<file path="config.mk">
export PLATFORM = sky130hd
export DESIGN_NAME = l2norm_stream_arbiter_flat
export DESIGN_NICKNAME = d
export VERILOG_FILES = /design/src/rtl/l2norm_stream_arbiter_if.sv /design/src/rtl/l2norm_stream_arbiter.sv /design/src/flat_wrapper.sv
export SDC_FILE = /design/constraint.sdc
export NUM_CORES = 1
export LEC_CHECK = 0
export CAP_MARGIN = 0
export CORE_AREA = 2 2 135 137
export CTS_BUF_LIST = sky130_fd_sc_hd__clkbuf_8
export DETAILED_ROUTE_END_ITERATION = 6
export DIE_AREA = 0 0 137 139
export GPL_ROUTABILITY_DRIVEN = 0
export GPL_TIMING_DRIVEN = 0
export MAX_ROUTING_LAYER = met4
export PLACE_DENSITY = 0.61
export SLEW_MARGIN = 20
export SYNTH_ARGS = -nofsm -noshare
export SYNTH_HDL_FRONTEND = slang
export SYNTH_SLANG_ARGS = --single-unit
</file>
<file path="constraint.sdc">
create_clock -name clock -period 2.7 [get_ports clock]
set_clock_uncertainty 0.2 [all_clocks]
set_input_delay 0.675 -clock clock [delete_from_list [all_inputs] [get_ports clock]]
set_output_delay 0.675 -clock clock [all_outputs]
set_load 0.05 [all_outputs]
</file>
<file path="src/rtl/l2norm_stream_arbiter_if.sv">
// rtl/l2norm_stream_arbiter_if.sv - AXI-Stream style handshake bundle shared by all arbiter streams
interface l2norm_stream_arbiter_if #(
  parameter int W = 64
);
  logic [W-1:0] tdata;
  logic         tvalid;
  logic         tready;
  logic         tlast;

  modport master (output tdata, output tvalid, output tlast, input tready);
  modport slave  (input tdata, input tvalid, input tlast, output tready);
endinterface

</file>
<file path="src/rtl/l2norm_stream_arbiter.sv">
// rtl/l2norm_stream_arbiter.sv - two-requester packet arbiter for a shared L2-norm core with result return
module l2norm_stream_arbiter #(
  parameter int TIMEOUT_CYCLES = 1024
) (
  input  logic                           clock,
  input  logic                           reset,
  l2norm_stream_arbiter_if.slave         s0,
  l2norm_stream_arbiter_if.slave         s1,
  l2norm_stream_arbiter_if.master        m,
  l2norm_stream_arbiter_if.slave         core_res,
  l2norm_stream_arbiter_if.master        r0,
  l2norm_stream_arbiter_if.master        r1,
  output logic                           busy,
  output logic                           timeout_err,
  input  logic                           err_clr,
  output logic [15:0]                    res_cnt0,
  output logic [15:0]                    res_cnt1
);
  typedef enum logic [1:0] {IDLE, STREAM, WAIT_RES} state_t;

  localparam logic [15:0] TMO_LAST = 16'(TIMEOUT_CYCLES - 1);

  state_t      state_q, state_d;
  logic        owner_q, owner_d;
  logic        last_grant_q, last_grant_d;
  logic        err_q, err_d;
  logic [15:0] tmo_cnt_q, tmo_cnt_d;
  logic [15:0] res_cnt0_q, res_cnt0_d;
  logic [15:0] res_cnt1_q, res_cnt1_d;

  logic own_valid, own_last, res_ready, err_set;

  always_comb begin
    state_d      = state_q;
    owner_d      = owner_q;
    last_grant_d = last_grant_q;
    tmo_cnt_d    = tmo_cnt_q;
    res_cnt0_d   = res_cnt0_q;
    res_cnt1_d   = res_cnt1_q;
    err_set      = 1'b0;

    s0.tready       = 1'b0;
    s1.tready       = 1'b0;
    m.tdata         = '0;
    m.tvalid        = 1'b0;
    m.tlast         = 1'b0;
    r0.tdata        = '0;
    r0.tvalid       = 1'b0;
    r0.tlast        = 1'b0;
    r1.tdata        = '0;
    r1.tvalid       = 1'b0;
    r1.tlast        = 1'b0;
    core_res.tready = 1'b0;

    own_valid = owner_q ? s1.tvalid : s0.tvalid;
    own_last  = owner_q ? s1.tlast  : s0.tlast;
    res_ready = owner_q ? r1.tready : r0.tready;

    case (state_q)
      IDLE: begin
        // Results arriving with no packet outstanding are stale; swallow them.
        core_res.tready = 1'b1;
        if (s0.tvalid || s1.tvalid) begin
          owner_d = (s0.tvalid && s1.tvalid) ? ~last_grant_q : s1.tvalid;
          state_d = STREAM;
        end
      end
      STREAM: begin
        core_res.tready = 1'b1;
        m.tvalid        = own_valid;
        m.tlast         = own_last;
        m.tdata         = owner_q ? s1.tdata : s0.tdata;
        if (owner_q) s1.tready = m.tready;
        else         s0.tready = m.tready;
        if (own_valid && m.tready && own_last) begin
          state_d   = WAIT_RES;
          tmo_cnt_d = '0;
        end
      end
      WAIT_RES: begin
        core_res.tready = res_ready;
        if (owner_q) begin
          r1.tvalid = core_res.tvalid;
          r1.tdata  = core_res.tvalid ? core_res.tdata : '0;
          r1.tlast  = core_res.tvalid & core_res.tlast;
        end else begin
          r0.tvalid = core_res.tvalid;
          r0.tdata  = core_res.tvalid ? core_res.tdata : '0;
          r0.tlast  = core_res.tvalid & core_res.tlast;
        end
        // A handshake on the final allowed cycle still counts as delivered.
        if (core_res.tvalid && res_ready) begin
          state_d      = IDLE;
          last_grant_d = owner_q;
          if (owner_q) res_cnt1_d = res_cnt1_q + 16'd1;
          else         res_cnt0_d = res_cnt0_q + 16'd1;
        end else if (tmo_cnt_q == TMO_LAST) begin
          state_d      = IDLE;
          last_grant_d = owner_q;
          err_set      = 1'b1;
        end else begin
          tmo_cnt_d = tmo_cnt_q + 16'd1;
        end
      end
      default: state_d = IDLE;
    endcase

    if (reset) core_res.tready = 1'b0;

    err_d = err_set ? 1'b1 : (err_clr ? 1'b0 : err_q);
  end

  always_ff @(posedge clock or posedge reset) begin
    if (reset) begin
      state_q      <= IDLE;
      owner_q      <= 1'b0;
      last_grant_q <= 1'b1;
      err_q        <= 1'b0;
      tmo_cnt_q    <= '0;
      res_cnt0_q   <= '0;
      res_cnt1_q   <= '0;
    end else begin
      state_q      <= state_d;
      owner_q      <= owner_d;
      last_grant_q <= last_grant_d;
      err_q        <= err_d;
      tmo_cnt_q    <= tmo_cnt_d;
      res_cnt0_q   <= res_cnt0_d;
      res_cnt1_q   <= res_cnt1_d;
    end
  end

  assign busy        = (state_q != IDLE);
  assign timeout_err = err_q;
  assign res_cnt0    = res_cnt0_q;
  assign res_cnt1    = res_cnt1_q;
endmodule

</file>
<file path="src/flat_wrapper.sv">
// flat-port wrapper written by rule: the top's interface ports become plain ports
module l2norm_stream_arbiter_flat 
#(
  parameter int TIMEOUT_CYCLES = 1024
)
  (clock, reset, busy, timeout_err, err_clr, res_cnt0, res_cnt1, s0_tdata, s0_tvalid, s0_tlast, s0_tready, s1_tdata, s1_tvalid, s1_tlast, s1_tready, m_tdata, m_tvalid, m_tlast, m_tready, core_res_tdata, core_res_tvalid, core_res_tlast, core_res_tready, r0_tdata, r0_tvalid, r0_tlast, r0_tready, r1_tdata, r1_tvalid, r1_tlast, r1_tready);
  l2norm_stream_arbiter_if #(.W(64)) s0_i ();
  l2norm_stream_arbiter_if #(.W(64)) s1_i ();
  l2norm_stream_arbiter_if #(.W(64)) m_i ();
  l2norm_stream_arbiter_if #(.W(32)) core_res_i ();
  l2norm_stream_arbiter_if #(.W(32)) r0_i ();
  l2norm_stream_arbiter_if #(.W(32)) r1_i ();
  input  logic clock;
  input  logic reset;
  output logic busy;
  output logic timeout_err;
  input  logic err_clr;
  output logic [15:0] res_cnt0;
  output logic [15:0] res_cnt1;
  input wire logic [$bits(s0_i.tdata)-1:0] s0_tdata;
  input wire logic [$bits(s0_i.tvalid)-1:0] s0_tvalid;
  input wire logic [$bits(s0_i.tlast)-1:0] s0_tlast;
  output wire logic [$bits(s0_i.tready)-1:0] s0_tready;
  input wire logic [$bits(s1_i.tdata)-1:0] s1_tdata;
  input wire logic [$bits(s1_i.tvalid)-1:0] s1_tvalid;
  input wire logic [$bits(s1_i.tlast)-1:0] s1_tlast;
  output wire logic [$bits(s1_i.tready)-1:0] s1_tready;
  output wire logic [$bits(m_i.tdata)-1:0] m_tdata;
  output wire logic [$bits(m_i.tvalid)-1:0] m_tvalid;
  output wire logic [$bits(m_i.tlast)-1:0] m_tlast;
  input wire logic [$bits(m_i.tready)-1:0] m_tready;
  input wire logic [$bits(core_res_i.tdata)-1:0] core_res_tdata;
  input wire logic [$bits(core_res_i.tvalid)-1:0] core_res_tvalid;
  input wire logic [$bits(core_res_i.tlast)-1:0] core_res_tlast;
  output wire logic [$bits(core_res_i.tready)-1:0] core_res_tready;
  output wire logic [$bits(r0_i.tdata)-1:0] r0_tdata;
  output wire logic [$bits(r0_i.tvalid)-1:0] r0_tvalid;
  output wire logic [$bits(r0_i.tlast)-1:0] r0_tlast;
  input wire logic [$bits(r0_i.tready)-1:0] r0_tready;
  output wire logic [$bits(r1_i.tdata)-1:0] r1_tdata;
  output wire logic [$bits(r1_i.tvalid)-1:0] r1_tvalid;
  output wire logic [$bits(r1_i.tlast)-1:0] r1_tlast;
  input wire logic [$bits(r1_i.tready)-1:0] r1_tready;
  assign s0_i.tdata = s0_tdata;
  assign s0_i.tvalid = s0_tvalid;
  assign s0_i.tlast = s0_tlast;
  assign s0_tready = s0_i.tready;
  assign s1_i.tdata = s1_tdata;
  assign s1_i.tvalid = s1_tvalid;
  assign s1_i.tlast = s1_tlast;
  assign s1_tready = s1_i.tready;
  assign m_tdata = m_i.tdata;
  assign m_tvalid = m_i.tvalid;
  assign m_tlast = m_i.tlast;
  assign m_i.tready = m_tready;
  assign core_res_i.tdata = core_res_tdata;
  assign core_res_i.tvalid = core_res_tvalid;
  assign core_res_i.tlast = core_res_tlast;
  assign core_res_tready = core_res_i.tready;
  assign r0_tdata = r0_i.tdata;
  assign r0_tvalid = r0_i.tvalid;
  assign r0_tlast = r0_i.tlast;
  assign r0_i.tready = r0_tready;
  assign r1_tdata = r1_i.tdata;
  assign r1_tvalid = r1_i.tvalid;
  assign r1_tlast = r1_i.tlast;
  assign r1_i.tready = r1_tready;
  l2norm_stream_arbiter #(.TIMEOUT_CYCLES(TIMEOUT_CYCLES)) u_core (.clock(clock), .reset(reset), .s0(s0_i), .s1(s1_i), .m(m_i), .core_res(core_res_i), .r0(r0_i), .r1(r1_i), .busy(busy), .timeout_err(timeout_err), .err_clr(err_clr), .res_cnt0(res_cnt0), .res_cnt1(res_cnt1));
endmodule
</file>
---- After elaboration in Yosys (flattened, before gate mapping) ----
Index checks and enable logic that the tools add are counted.
storage, ports and cells
  register bits after elaboration ......... 53
  input bits .............................. 172
  output and inout bits ................... 171
operators by class
  muxes and demuxes ....................... 43
  bitwise gates (word level) .............. 3
  equality and inequality tests ........... 8
  reductions and logical operators ........ 17
  add/subtract/negate cells ............... 3
operators by type and width
  kind                                                                      count
  32-bit two-way mux                                                        5
  64-bit two-way mux                                                        2
  16-bit by 1-bit adder with 16-bit output (second input constant)          3
  16-bit two-way mux                                                        3
  16-bit one-hot mux with 2 select lines                                    1
  1-bit two-way mux                                                         26
  16-bit by 10-bit equality test with 1-bit output (second input constant)  1
  3-bit AND reduction                                                       3
  2-bit two-way mux                                                         4
  2-bit nonzero test                                                        4
  2-bit one-hot mux with 3 select lines                                     1
  1-bit logical AND                                                         4
  2-bit by 1-bit inequality test with 1-bit output (second input constant)  2
  2-bit inequality test (second input constant)                             2
  2-bit AND reduction                                                       2
  4-bit AND reduction                                                       1
  3-bit by 1-bit inequality test with 1-bit output (second input constant)  1
  2-bit by 1-bit equality test with 1-bit output (second input constant)    1
  2-bit equality test (second input constant)                               1
  2-bit zero test                                                           1
  1-bit inverter                                                            2
  1-bit one-hot mux with 2 select lines                                     1
  2-bit OR reduction                                                        1
  1-bit bitwise AND                                                         1
  1-bit logical OR                                                          1

---- Depth between registers and ports, before layout ----
Gate-level depths: netlist of the first run.
  word-level depth ........................ 5
  depth in mapped cells ................... 6
  gate-level depth less buffers ........... 5

---- Worst setup path before layout of the first run ----
Ideal clock, no wire load.
  path type ............................... input to output
  from .................................... in core_res_tvalid
  to ...................................... out r1_tdata[22]
  stages .................................. 4
  arrival time ............................ 2,097 ps
  setup slack ............................. -272 ps
  cells stage by stage .................... nand4b_1 inv_2 clkbuf_1 and2_1
on the way
  cells in the longest elaborated chain, start to end .. 3
ends and longest elaborated chain
  element             line                         source
  from (decl)         flat_wrapper.sv:33           input wire logic [$bits(core_res_i.tvalid)-1:0] core_res_tvalid;
  32-bit two-way mux  l2norm_stream_arbiter.sv:84  r1.tdata = core_res.tvalid ? core_res.tdata : '0;
  32-bit two-way mux  l2norm_stream_arbiter.sv:82  if (owner_q) begin
  32-bit two-way mux  l2norm_stream_arbiter.sv:59  case (state_q)
  to (decl)           flat_wrapper.sv:40           output wire logic [$bits(r1_i.tdata)-1:0] r1_tdata;
No other way between the ends.

---- Worst setup path after layout of the first run ----
  from .................................... reg u_core.state_q[0]
  to ...................................... out r1_tdata[12]
on the way
  cells in the longest elaborated chain, start to end .. 2
ends and longest elaborated chain
  element                 line                          source
  from (decl)             l2norm_stream_arbiter.sv:23   state_t state_q, state_d;
  from (signal assigned)  l2norm_stream_arbiter.sv:123  state_q <= state_d;
  2-bit equality test     l2norm_stream_arbiter.sv:59
  32-bit two-way mux      l2norm_stream_arbiter.sv:59
No other way between the ends.

==> results of run 1 <==
[area by class of cell]
class / instances / area share, %
inverters: 12 / 0.641
well taps: 229 / 3.49
clock buffers: 5 / 0.839
plain buffers: 25 / 2.67
flip-flops and latches: 53 / 16.2
clock inverters: 3 / 0.534
repair inverters: 1 / 0.0915
multi-input cells: 391 / 33.5
diodes: 4 / 0.122
repair buffers: 359 / 41.9
[state kept, by name (all words and copies together) (netlist names)]
name,flops
u_core.res_cnt1,16
u_core.tmo_cnt_q,16
u_core.timeout_err,1
u_core.last_grant_q,1
u_core.owner_q,1
u_core.state_q,2
u_core.res_cnt0,16
[cell usage in the layout (no fill, tap or decap), drive strengths merged, types with 5 or more instances in the layout]
cell | Yosys | final
clkdlybuf4s50 | 0 | 201
buf | 11 | 156
nor2 | 78 | 78
mux2i | 74 | 74
and2 | 67 | 67
dfrtp | 52 | 52
nand2 | 28 | 28
xnor2 | 22 | 22
nand3 | 20 | 20
clkbuf | 15 | 15
clkdlybuf4s15 | 0 | 13
inv | 12 | 12
nand4 | 10 | 10
nor3 | 10 | 10
xor2 | 8 | 8
a21oi | 8 | 8
nor4 | 6 | 6
or3 | 5 | 5
nand2b | 5 | 5
a31oi | 5 | 5
o31ai | 5 | 5
and4 | 5 | 5
o21ai | 5 | 5
[metal layers]
| layer | up-vias | track usage, % | routed length [um] |
|---|---|---|---|
| li1 | 2408 | - | - |
| met1 | 2238 | 26.4 | 8500 |
| met2 | 166 | 33.1 | 9770 |
| met3 | 12 | 4.09 | 1250 |
| met4 | 0 | 4.72 | 193 |
| met5 | - | - | 0 |
[worst max path at each step]
stage	from	to	depth (start not counted)
CTS	u_core.state_q[0]	r0_tdata[21]	7
finish	u_core.state_q[0]	r1_tdata[12]	7
detailed placement	core_res_tvalid	r1_tdata[19]	6
floorplan	core_res_tvalid	r1_tdata[22]	4
global placement	core_res_tvalid	r1_tdata[19]	6
global route	u_core.state_q[0]	r1_tdata[19]	7
[cell families (layout without fill, tap and decap cells)]
kind of cell | Yosys count | after routing | synth area share [%]
other | 0 | 4 | 0
buffers and inverters | 38 | 405 | 3.93
AO/OA/AOI/OAI | 32 | 32 | 5.08
multiplexers | 78 | 78 | 19.1
XOR/XNOR | 30 | 30 | 6.39
adder cells (fa/ha/maj) | 3 | 3 | 0.913
flip-flops | 53 | 53 | 32.3
AND/OR/NAND/NOR | 248 | 248 | 32.3
[worst max-delay path: cells and delay by family (launching register included)]
family	cells	cell delay, ns
buffers and inverters	5	0.75
flip-flops	1	0.40
AND/OR/NAND/NOR	2	0.35
[power by group through the flow]
stage | logic (W) | clock network [W] | registers, W
finish | 0.00491 | 0.000558 | 0.000886
floorplan | 0.00302 | 0 | 0.000925
global route | 0.00515 | 0.000615 | 0.000892
global placement | 0.00478 | 0 | 0.000906
detailed placement | 0.00476 | 0 | 0.000904
CTS | 0.00471 | 0.000574 | 0.000882
[repair_timing]
action	4_1_cts	5_1_grt
resized for setup	793	144
hold buffers	0	0
pin swaps	1	0
setup endpoints to repair	138	130
buffers inserted	10	5
gates cloned	3	0
[stage by stage]
stage	power, W	hold slack [ns]
final	0.00636	0.277
after global routing	0.00666	0.289
after CTS	0.00617	0.279
after detailed placement	0.00566	0.265
after global placement	0.00569	0.260
after floorplan	0.00395	0.272
==> results.txt, run 1 <==
Max IR drop VDD = 0.000645 V
Area after DPL = 7830 sq um
IO Port Bufs = 342
clk_lat worst skew = 0.31 ns
clk root buf = clkbuf_8
first-pass GRT wire length = 28.9 mm
Place WS = -1.49 ns
hold endpoint = u_core.res_cnt0[15]
share of cells above drive strength 1 = 28.9%
total CTS buffers = 5
Worst EP arrival = 1.82 ns
Post-synth EDFFs = 0
crit share post-route = 99.7%
number of remaining DRC errors = 0
Area contributors post-synth = dfrtp_1 32%, mux2i_1 18%, and2_1 10%, nor2_1 7.1%, xnor2_1 4.7%
Sw Share = 56.3%
PnR worst setup slack = 0.00930 ns
Die Area = 19000 sq um
Crit Path Max Fanout = 10
initial core utilization = 23.3%
NetSw = 0.00358 W
Crit. End Element = primary output
post-layout min period = 2.69 ns
min-delay src = u_core.res_cnt0[15]
HPWL after DPL = 15.9 mm
Register-to-Register Setup Slack = 0.45 ns
Flop pwr share = 13.9%
post-layout util = 46.5%
Setup violations, final = 0
post-synth top area cell = dfrtp_1
DRT Pass-1 Iters = 4
Min-Delay Path Class = reg2reg
GRT overflow = 0
Final nets = 1023
Routed wire per std cell = 18.2 um
Final Instance Count excl. Fillers = 1082
CTS tree = built
vias = 4824
vias in the first global route = 4775
Syn Nets = 657
Logic pwr share = 77.3%
Peak Freq = 372 MHz
most numerous cell in the Yosys netlist = nor2_1
Yosys reg bits = 53
R2R Path End = u_core.last_grant_q
P per Cell Area = 775 nW/um^2
H-tree depth = 2
CP Class = reg2out
num rows = 49
unrepaired setup endpoints after global routing = yes
Slew headroom = 56.5%
sequential cell area = 1330 sq um
Hold Crit Depth = 1
clock sink count = 53
# IOs = 343
Die W = 137 um
multi-input logic area = 2750 sq um
clk buf depth = 2
cell chain of the critical path = buf_6, nand4b_1, buf_6, clkinvlp_4, buf_8, and2_4, buf_8
cell depth of the worst flop-to-flop path = 4
FF-to-FF Start = u_core.tmo_cnt_q[13]
count of different cell masters after synthesis = 48
Mean Syn Cell Area = 8.53 sq um
placed cell count = 1053
status = complete, no violations
setup TNS = 0 ns
Static Leakage = 3.81 nW
slowest stage delay, CP = 0.40 ns
fill cell total of the finished layout = 1789
Main synth FF type = dfrtp_1
worst-margin pin slew = 0.652 ns
Int Pwr = 0.00278 W
Die Y = 139 um
pin count of the biggest net entering global routing = 54
Synth Cell Area = 4110 sq um
Clk pwr share = 8.8%
final antenna-violating net count = 0
Slew Viols, Final = 0
fin area = 8200 sq um
Syn Inst Count = 482
clock-pin slew on the worst setup and hold paths = 0.10 ns
initial antenna violation count = 3
drt total wl = 19.7 mm
Final Hold Viols = 0
post-synthesis sequential area ratio = 32.3%
max-cap violations = 0
YS warnings = 0
Area Overhead vs Synth = 99.6%
CP Launch Type = flop
Total GRT Usage = 20.5%
post-synth top area share = 31.7%
area of the core = 17700 sq um
commonest cells in the netlist = 78 x nor2_1, 74 x mux2i_1, 67 x and2_1
iteration-0 DRC count of the detailed router = 169
critical path data required time = 1.82 ns
Crit-path slowest cell = dfrtp_1
FFs w/ async S/R, synth = 100%
DR vias/cell = 4.46
No activity file was read; power rests on OpenSTA's default activity.
==> inputs of run 2 (changes only) <==
Settings changed: PLACE_DENSITY 0.61 to default, PLACE_DENSITY_LB_ADDON from default to 0.3.
==> results.txt, run 2 (same netlist as run 1, synthesis figures left out) <==
status = complete, no violations
Final Hold Viols = 0 (unchanged)
Die W = 137 um (unchanged)
Clk pwr share = 8.0% (-0.8 points)
P per Cell Area = 744 nW/um^2 (-3.9%)
NetSw = 0.00346 W (-3.2%)
post-layout min period = 2.66 ns (-0.0275 ns)
Total GRT Usage = 21.3% (+0.74 points)
Static Leakage = 3.71 nW (-2.8%)
most numerous cell on the critical path = buf_6
share of cells above drive strength 1 = 24.8% (-4.0 points)
hold endpoint = u_core.res_cnt1[15]
initial antenna violation count = 5 (+2)
iteration-0 DRC count of the detailed router = 144 (-15%)
Crit-path slowest cell = dfrtp_1
setup TNS = 0 ns (unchanged)
fill cell total of the finished layout = 1832 (+2.4%)
area of the core = 17700 sq um (unchanged)
critical path data required time = 1.82 ns (about the same)
Min-Delay Path Class = reg2reg
Place WS = -1.37 ns (+0.119 ns)
Sw Share = 58.5% (+2.2 points)
min-delay src = u_core.res_cnt1[15]
clk_lat worst skew = 0.31 ns (about the same)
clk buf depth = 2 (unchanged)
CP Class = reg2out
clock-pin slew on the worst setup and hold paths = 0.10 ns (about the same)
Max IR drop VDD = 0.000718 V (+11%)
DRT Pass-1 Iters = 4 (unchanged)
R2R Path End = u_core.tmo_cnt_q[6]
slowest stage delay, CP = 0.38 ns (-0.02 ns)
worst hold slack = 0.275 ns (-0.00207 ns)
Peak Freq = 375 MHz (+1.0%)
FF-to-FF Start = u_core.tmo_cnt_q[0]
Routed wire per std cell = 18.7 um (+2.7%)
Worst EP arrival = 1.79 ns (-0.03 ns)
Crit. End Element = primary output
vias in the first global route = 5078 (+6.3%)
total CTS buffers = 5 (unchanged)
IO Port Bufs = 342 (unchanged)
DR vias/cell = 4.46 (+0.14%)
fin area = 7960 sq um (-3.0%)
cell depth of the worst flop-to-flop path = 6 (+2)
Crit Path Max Fanout = 10 (unchanged)
most common cell after layout, fill and taps aside = clkdlybuf4s50_1
Register-to-Register Setup Slack = 0.47 ns (+0.02 ns)
hold_buf cts = 0 (unchanged)
Slew headroom = 54.9% (-1.6 points)
CTS tree = built
pin count of the biggest net entering global routing = 54 (unchanged)
HPWL after DPL = 16.9 mm (+5.8%)
Power Total = 0.00592 W (-6.8%)
PnR worst setup slack = 0.0368 ns (+0.0275 ns)
Die Y = 139 um (unchanged)
Hold Crit Depth = 1 (unchanged)
clk root buf = clkbuf_8
vias = 4804 (-0.41%)
clock sink count = 53 (unchanged)
final antenna-violating net count = 0 (unchanged)
Slew Viols, Final = 0 (unchanged)
CP Launch Type = flop
number of remaining DRC errors = 0 (unchanged)
# IOs = 343 (unchanged)
first-pass GRT wire length = 29.6 mm (+2.4%)
GRT overflow = 0 (unchanged)
Setup violations, final = 0 (unchanged)
worst-margin pin slew = 0.676 ns (+0.0241 ns)
drt total wl = 20.1 mm (+2.1%)
num rows = 49 (unchanged)
Area after DPL = 7830 sq um (unchanged)
unrepaired setup endpoints after global routing = yes
initial core utilization = 23.3% (unchanged)
H-tree depth = 2 (unchanged)
most frequent cells in the layout = 201 x clkdlybuf4s50_1, 77 x nor2_1, 72 x mux2i_1, 58 x and2_1, 51 x dfrtp_1
Int Pwr = 0.00246 W (-11%)
crit share post-route = 98.6% (-1.0 points)
max-cap violations = 0 (unchanged)
Logic pwr share = 77.1% (-0.2 points)
cell chain of the critical path = buf_6, nand4b_1, inv_2, buf_4, clkbuf_8, and2_1, buf_6
Area Overhead vs Synth = 93.6%
Die Area = 19000 sq um (unchanged)
Flop pwr share = 14.9% (+1.0 points)
Final nets = 1016 (-0.68%)
==> run 2: cell types whose count changed in the layout (fill, tap and decap cells not counted), moves of 7 or more <==
cell / change
and2_1: +11
and2_4: -11
buf_2: +7
buf_4: -14
buf_6: -21
clkbuf_4: +23
nor2_1: +18
nor2_2: -17
==> run 2: power groups by stage <==
stage | registers, W | logic, W | clock network (W)
2_1_floorplan | 0.000925 | 0.00302 | 0
3_3_place_gp | 0.000905 | 0.00473 | 0
3_5_place_dp | 0.000905 | 0.00471 | 0
4_1_cts | 0.000880 | 0.00453 | 0.000489
5_1_grt | 0.000889 | 0.00479 | 0.000516
6_report | 0.000883 | 0.00457 | 0.000472
==> run 2: area by class of cell <==
cell class | instances | area (sq um) | area share [%]
sequential | 53 | 1330 | 16.7
antenna | 5 | 12.5 | 0.157
clock inverter | 3 | 21.3 | 0.267
clock buffer | 5 | 68.8 | 0.865
inverter | 12 | 52.6 | 0.660
tap | 229 | 287 | 3.60
timing repair inverter | 1 | 5.00 | 0.0629
multi-input combinational | 391 | 2670 | 33.6
timing repair buffer | 351 | 3310 | 41.6
buffer | 26 | 200 | 2.52
==> run 2: how the worst max path moves through the flow <==
| stage | from | cells after the start | end | slack, ns |
|---|---|---|---|---|
| after floorplan | core_res_tvalid | 4 | r1_tdata[22] | 0.02 |
| after global placement | core_res_tvalid | 6 | r1_tdata[21] | -1.34 |
| after detailed placement | core_res_tvalid | 6 | r1_tdata[14] | -1.37 |
| after CTS | u_core.state_q[0] | 7 | r1_tdata[21] | 0.003 |
| after global routing | u_core.state_q[0] | 7 | r1_tdata[6] | -0.03 |
| final | u_core.state_q[0] | 7 | r1_tdata[6] | 0.04 |
==> run 2: stage by stage <==
stage | util [%] | instances
3_5_place_dp | 44.3 | 1053
4_1_cts | 44.0 | 1070
6_report | 45.1 | 1076
3_3_place_gp | 44.3 | 1053
2_1_floorplan | - | 482
5_1_grt | 45.1 | 1076
==> run 2: metal layers <==
layer | GRT usage [%] | wire [um]
met5 | - | 0
met4 | 11.1 | 909
met3 | 3.55 | 988
met2 | 37.7 | 10900
met1 | 22.2 | 7320
==> run 2: critical path, delay by kind of cell, from the launching register on <==
| family | cells | cell delay, ns |
|---|---|---|
| buffers and inverters | 5 | 0.74 |
| AND/OR/NAND/NOR | 2 | 0.36 |
| flip-flops | 1 | 0.38 |
==> run 2: what timing repair did <==
item,4_1_cts,5_1_grt
gates resized for setup,753,114
pin swaps,1,0
endpoints found under the setup margin,138,117
gates cloned,1,0
buffers inserted,8,1
